--- src/rtl/rca_36_pkg.sv ---
// Shared constants for the 36-bit registered ripple-carry adder.
package rca_36_pkg;

  localparam int RCA_WIDTH = 36;

endpackage : rca_36_pkg

--- src/rtl/rca_36_full_adder.sv ---
// Single-bit full-adder cell.
// The top level chains these cells to form the ripple-carry adder.
module full_adder (
  input  logic a,
  input  logic b,
  input  logic cin,
  output logic s,
  output logic cout
);

  assign s    = a ^ b ^ cin;
  assign cout = (a & b) | (a & cin) | (b & cin);

endmodule : full_adder

--- src/rtl/rca_36.sv ---
// 36-bit ripple-carry adder built from a full-adder chain.
// The sum and carry-out are held in a single output register stage.
module rca_36
  import rca_36_pkg::*;
#(
  parameter int WIDTH = RCA_WIDTH
) (
  input  logic             clk,
  input  logic             rst_n,
  input  logic [WIDTH-1:0] A,
  input  logic [WIDTH-1:0] B,
  input  logic             Cin,
  output logic [WIDTH-1:0] S,
  output logic             Cout
);

  logic [WIDTH:0]   carry;
  logic [WIDTH-1:0] sum;
  logic [WIDTH-1:0] s_d, s_q;
  logic             cout_d, cout_q;

  assign carry[0] = Cin;

  // Each cell takes its carry-in from the cell below it, so carry ripples through every bit.
  for (genvar k = 0; k < WIDTH; k++) begin : g_chain
    full_adder u_fa (
      .a    (A[k]),
      .b    (B[k]),
      .cin  (carry[k]),
      .s    (sum[k]),
      .cout (carry[k+1])
    );
  end

  assign s_d    = sum;
  assign cout_d = carry[WIDTH];

  always_ff @(posedge clk) begin
    if (!rst_n) begin
      s_q    <= '0;
      cout_q <= 1'b0;
    end else begin
      s_q    <= s_d;
      cout_q <= cout_d;
    end
  end

  assign S    = s_q;
  assign Cout = cout_q;

endmodule : rca_36

--- config.mk ---
export PLATFORM = sky130hd
export DESIGN_NAME = rca_36
export DESIGN_NICKNAME = d
export VERILOG_FILES = /design/src/rtl/rca_36_pkg.sv /design/src/rtl/rca_36_full_adder.sv /design/src/rtl/rca_36.sv
export SDC_FILE = /design/constraint.sdc
export NUM_CORES = 1
export LEC_CHECK = 0
export ABC_AREA = 1
export CAP_MARGIN = 10
export CORE_ASPECT_RATIO = 0.9
export CORE_MARGIN = 1.5
export CORE_UTILIZATION = 37
export DETAILED_ROUTE_END_ITERATION = 8
export GPL_TIMING_DRIVEN = 0
export PLACE_DENSITY = 0.81
export RECOVER_POWER = 25
export SLEW_MARGIN = 20
export SYNTH_ARGS = -nofsm -noshare
export SYNTH_HDL_FRONTEND = slang
export SYNTH_SLANG_ARGS = --single-unit
--- constraint.sdc ---
create_clock -name clk -period 20 [get_ports clk]
set_input_delay 2 -clock clk [delete_from_list [all_inputs] [get_ports clk]]
set_output_delay 2 -clock clk [all_outputs]
set_load 0.01 [all_outputs]
==> impl_metrics.py <==
metrics = {
    "final_layout": {
        "antenna_cells": 0,
        "layout_commonest_cell": "clkdlybuf4s50_1",
        "layout_common_cells": "92 x clkdlybuf4s50_1, 42 x inv_1, 37 x dfxtp_1",
        "seq_area_um2": 740.7,
        "multiInputGateArea_um2": 859.6,
        "utilization_pct": 66.83,
        "fin_cells": 336,
        "area_growth_pct": 69.96,
        "fill_cells": 371,
        "layout-drive-gt1-share_pct": 3.285,
        "nets": 384,
    },
    "clock_tree": {
        "post_cts_resized": 0,
        "cts.path.max_buffers": 2,
        "cts_buffers": 5,
        "tritoncts": "yes",
        "cts.sinks": 37,
        "clkSlewWorstSetupHoldPaths_ns": 0.07,
        "hold_buffers": 0,
        "post_cts_buffers": 0,
        "root_buffer": "clkbuf_8",
        "htree_levels": 2,
    },
    "detailed_routing": {
        "ant_nets": 0,
        "via_count": 1318,
        "drt-wirelength-per-cell_um": 10.86,
        "drt-total-wl_um": 3650,
        "viasPerCell": 3.923,
        "first_pass_iters": 4,
        "drt-initial-drc-count": 20,
        "post-route-drc-count": 0,
    },
    "power": {
        "total_power_uw": 197.0,
        "power_leakage_uw": 0.001476,
        "vdd_drop_max_uv": 32.07,
        "power.density_nw_per_um2": 64.41,
    },
    "sta": {
        "period_needed_ns": 16.64,
        "clock.fmax_ghz": 0.06011,
        "fin_setup_tns_ns": 0,
        "post-route-period-util_pct": 83.18,
        "report.final.slew_viol_count": 0,
        "worst_pin_slew_ns": 0.1619,
        "slew_headroom_pct": 89.17,
        "rsz0062_at_grt": "no",
        "worst_slack_ns": 3.364,
        "hold_viol": 0,
        "setup_violations": 0,
    },
    "global_routing": {
        "antenna_found_initial": 0,
        "grt_start_max_net_pins": 11,
        "grt_pass1_vias": 1413,
        "track_usage_pct": 15.42,
        "gr-total-overflow": 0,
        "grt_pass1_wl_um": 6134,
    },
    "die": {
        "io_pins": 112,
        "die_h_um": 69.16,
        "die_area_um2": 5291,
        "die_w_um": 76.51,
        "initial_utilization_pct": 39.32,
        "core_region_area_um2": 4576,
        "num_rows": 23,
    },
    "setup_path": {
        "slowest_delay_ns": 0.53,
        "end_kind": "flip-flop",
        "cp_slowest_cell": "dlygate4sd3_1",
        "critPathRequiredTime_ns": 20.23,
        "arrival_ns": 16.86,
        "worst-setup-path-type": "primary input to flip-flop",
        "start_kind": "primary input",
        "critPathMaxFanout": 1,
        "path_common_cell": "fa_1",
    },
    "synth": {
        "avgSynthCellArea_um2": 11.53,
        "synth_top_area_share_pct": 41.17,
        "synth-compound-area-share_pct": 0,
        "synth_nets": 267,
        "synth_area_leaders": "dfxtp_1 41%, fa_1 40%, inv_1 8.8%",
        "syn_area_um2": 1799,
        "ys_seq_elements": 37,
        "synth_mux_area_share_pct": 0,
        "yosys.area.top_type": "dfxtp_1",
        "synthXorXnorAreaFrac_pct": 0,
        "ys_seq_area_share_pct": 41.17,
        "synth_cell_types": 7,
        "yosysWarnings": 0,
        "synth_top_family_by_area": "adder cells",
        "synthSimpleGateAreaFrac_pct": 7.719,
        "synthAdderAreaFrac_pct": 40.06,
        "synthCells": 156,
    },
    "job": {
        "drv_cap": 0,
    },
    "worst_hold_path": {
        "worst_hold_path_type": "primary input to flip-flop",
        "hold_depth": 3,
    },
    "placement": {
        "place_ws_ns": 3.205,
        "dpl.hpwl_um": 3303,
        "port_buffers": 110,
        "dp_cells": 328,
        "place.gp.congestion": 0.7569,
    },
    "outcome": {
        "outcome": "completed",
    },
}
==> synth_stat cells <==
library cell / number
buf_4: 1
buf_6: 3
dfxtp_1: 37
fa_1: 36
inv_1: 42
nand2_1: 34
nor2_1: 3
==> metal layers <==
metal / vias up / GRT usage (%) / routed length [um] / part of all wire (%)
li1: 657 / - / - / -
met1: 591 / 15.26 / 1264 / 35
met2: 64 / 29.27 / 2028 / 56
met3: 6 / 5.298 / 276 / 7.6
met4: 0 / 5.967 / 80 / 2.2
met5: - / 0 / 0 / 0
==> state kept, by name (all words and copies together), names as in the netlist <==
register	count
S	36
Cout	1
==> cells by family after synthesis <==
| family | Yosys count |
|---|---|
| buffers and inverters | 46 |
| DFF | 37 |
| and+or+nand+nor | 37 |
| adders and majority gates | 36 |
==> stage by stage <==
step           hold slack, ns  area (um2)
3_3_place_gp            2.282        2978
6_report                1.985        3058
4_1_cts                 1.988        3058
3_5_place_dp            2.282        2978
5_1_grt                 2.017        3058
2_1_floorplan           2.241        1799
==> path summary, 6_finish.rpt <==
| check | from | endpoint | slack (ns) |
|---|---|---|---|
| max | A[0] | S[35] | 3.36 |
| min | rst_n | S[5] | 1.99 |
==> worst max-delay path, delay by kind of cell <==
kind	cells	cell delay (ns)
adders and majority gates	36	14.02
buffers and inverters	4	0.75
and+or+nand+nor	1	0.10
==> power breakdown <==
group / switching [uW] / internal (uW)
Clock: 23.0 / 24.7
Sequential: 2.18 / 83.4
Combinational: 25.5 / 38.2
Total: 50.7 / 146
==> area by class of cell <==
type / count / area share [%]
buffer: 4 / 1.350
clock buffer: 8 / 2.619
inverter: 42 / 5.155
multi-input combinational: 73 / 28.11
timing repair buffer: 110 / 36.01
tap: 62 / 2.537
sequential: 37 / 24.22
Power figures use the tool's default switching activity.
==> RTL edit, RTL diff (same settings) <==
The package constant `RCA_WIDTH` goes from 36 to 18.
--- a/src/rtl/rca_36_pkg.sv
+++ b/src/rtl/rca_36_pkg.sv
@@ -2,5 +2,5 @@
 package rca_36_pkg;
 
-  localparam int RCA_WIDTH = 36;
+  localparam int RCA_WIDTH = 18;
 
 endpackage : rca_36_pkg
Ports: changed (resized A, B and S); port bits go from 112 to 58. No check against the original RTL was run, so the function may have changed too.
==> RTL edit against the original RTL <==
  * Die area shrank 47%
  * Setup slack gained 7200 ps
  * Final area shrank 49%
  * Routed wire length shrank 50%
  * Total power shrank 52%
  * Sequential share of layout area grew 0.27 points
  * Clock power shrank 59%
  * Non-clock buffer count shrank 56
  * Via count shrank 47%
  * Sequential cell count shrank 18
  * Synthesized cell count shrank 47%
  * First-iteration DRC count shrank 80%
  * Area after synthesis shrank 48%
==> RTL edit: results <==
[clock_tree]
root_buffer = clkbuf_4
htreeDepth = 1
clk_pin_slew_ps = 100

[routing]
wirelength_mm = 1.811
dr_wl_met2_um = 946
met1_length_um = 598
wl_met3_um = 225

[power_and_ir_drop]
p_clk_share_pct = 20.4
p_leak_nw = 0.7571
p_comb_share_pct = 33.7
switching_share_pct = 26.75
ir_worst_vdd_mv = 0.03695

[placed_design]
place_congestion = 0.6741
post-place-ws_ps = 10370
port_buffers = 56
dp_hpwl_mm = 1.580

[yosys]
synth.area.top_cells = dfxtp_1 (41%), fa_1 (39%), inv_1 (9.7%)
syn_nets = 139
synth_cell_type_count = 8
synth_common_cells = inv_1 (24), dfxtp_1 (19), fa_1 (18)
yosysSeqAreaShare_pct = 40.86

[grt]
grt_util_all_layers_pct = 15.38
grt_pass1_wl_mm = 3.208
grt_util_met3_pct = 6.443
gr-usage-met2_pct = 27.78
grt_pass1_vias = 768

[cells_and_area]
drive_above_1_share_pct = 4.225
largest_reg_flops = 18
fill_cells = 198

[sta]
slew_headroom_pct = 89.36
period_share_pct = 47.11
whs_ps = 1922

[outcome]
status = complete, no violations

[critical_path]
cp.arrival_ps = 9670
==> RTL edit: stage by stage <==
stage / util, % / power (mW) / instances
2_1_floorplan: - / 0.05775 / 82
3_3_place_gp: 62.95 / 0.07692 / 166
3_5_place_dp: 62.95 / 0.07816 / 166
4_1_cts: 64.04 / 0.09765 / 170
5_1_grt: 64.04 / 0.1028 / 170
6_report: 64.04 / 0.09536 / 170
==> RTL edit: kinds of logic (layout without fill, tap and decap cells) <==
logic type,after synthesis,in the layout
buffers and inverters,26,86
DFF,19,19
and+or+nand+nor,19,19
adders and majority gates,18,18
==> RTL edit: cell type report <==
cell class              count  area (sq um)  area share [%]
repair buffers             56         560.5           36.10
multi-input cells          37         434.2           27.96
flip-flops and latches     19         380.4           24.50
inverters                  24         90.09           5.802
well taps                  28         35.03           2.256
clock buffers               4         26.28           1.692
plain buffers               2         26.28           1.692
==> RTL edit: critical path: cells and delay by family <==
kind | cells | cell delay, ps
adders and majority gates | 18 | 6800
buffers and inverters | 4 | 750
and+or+nand+nor | 1 | 100
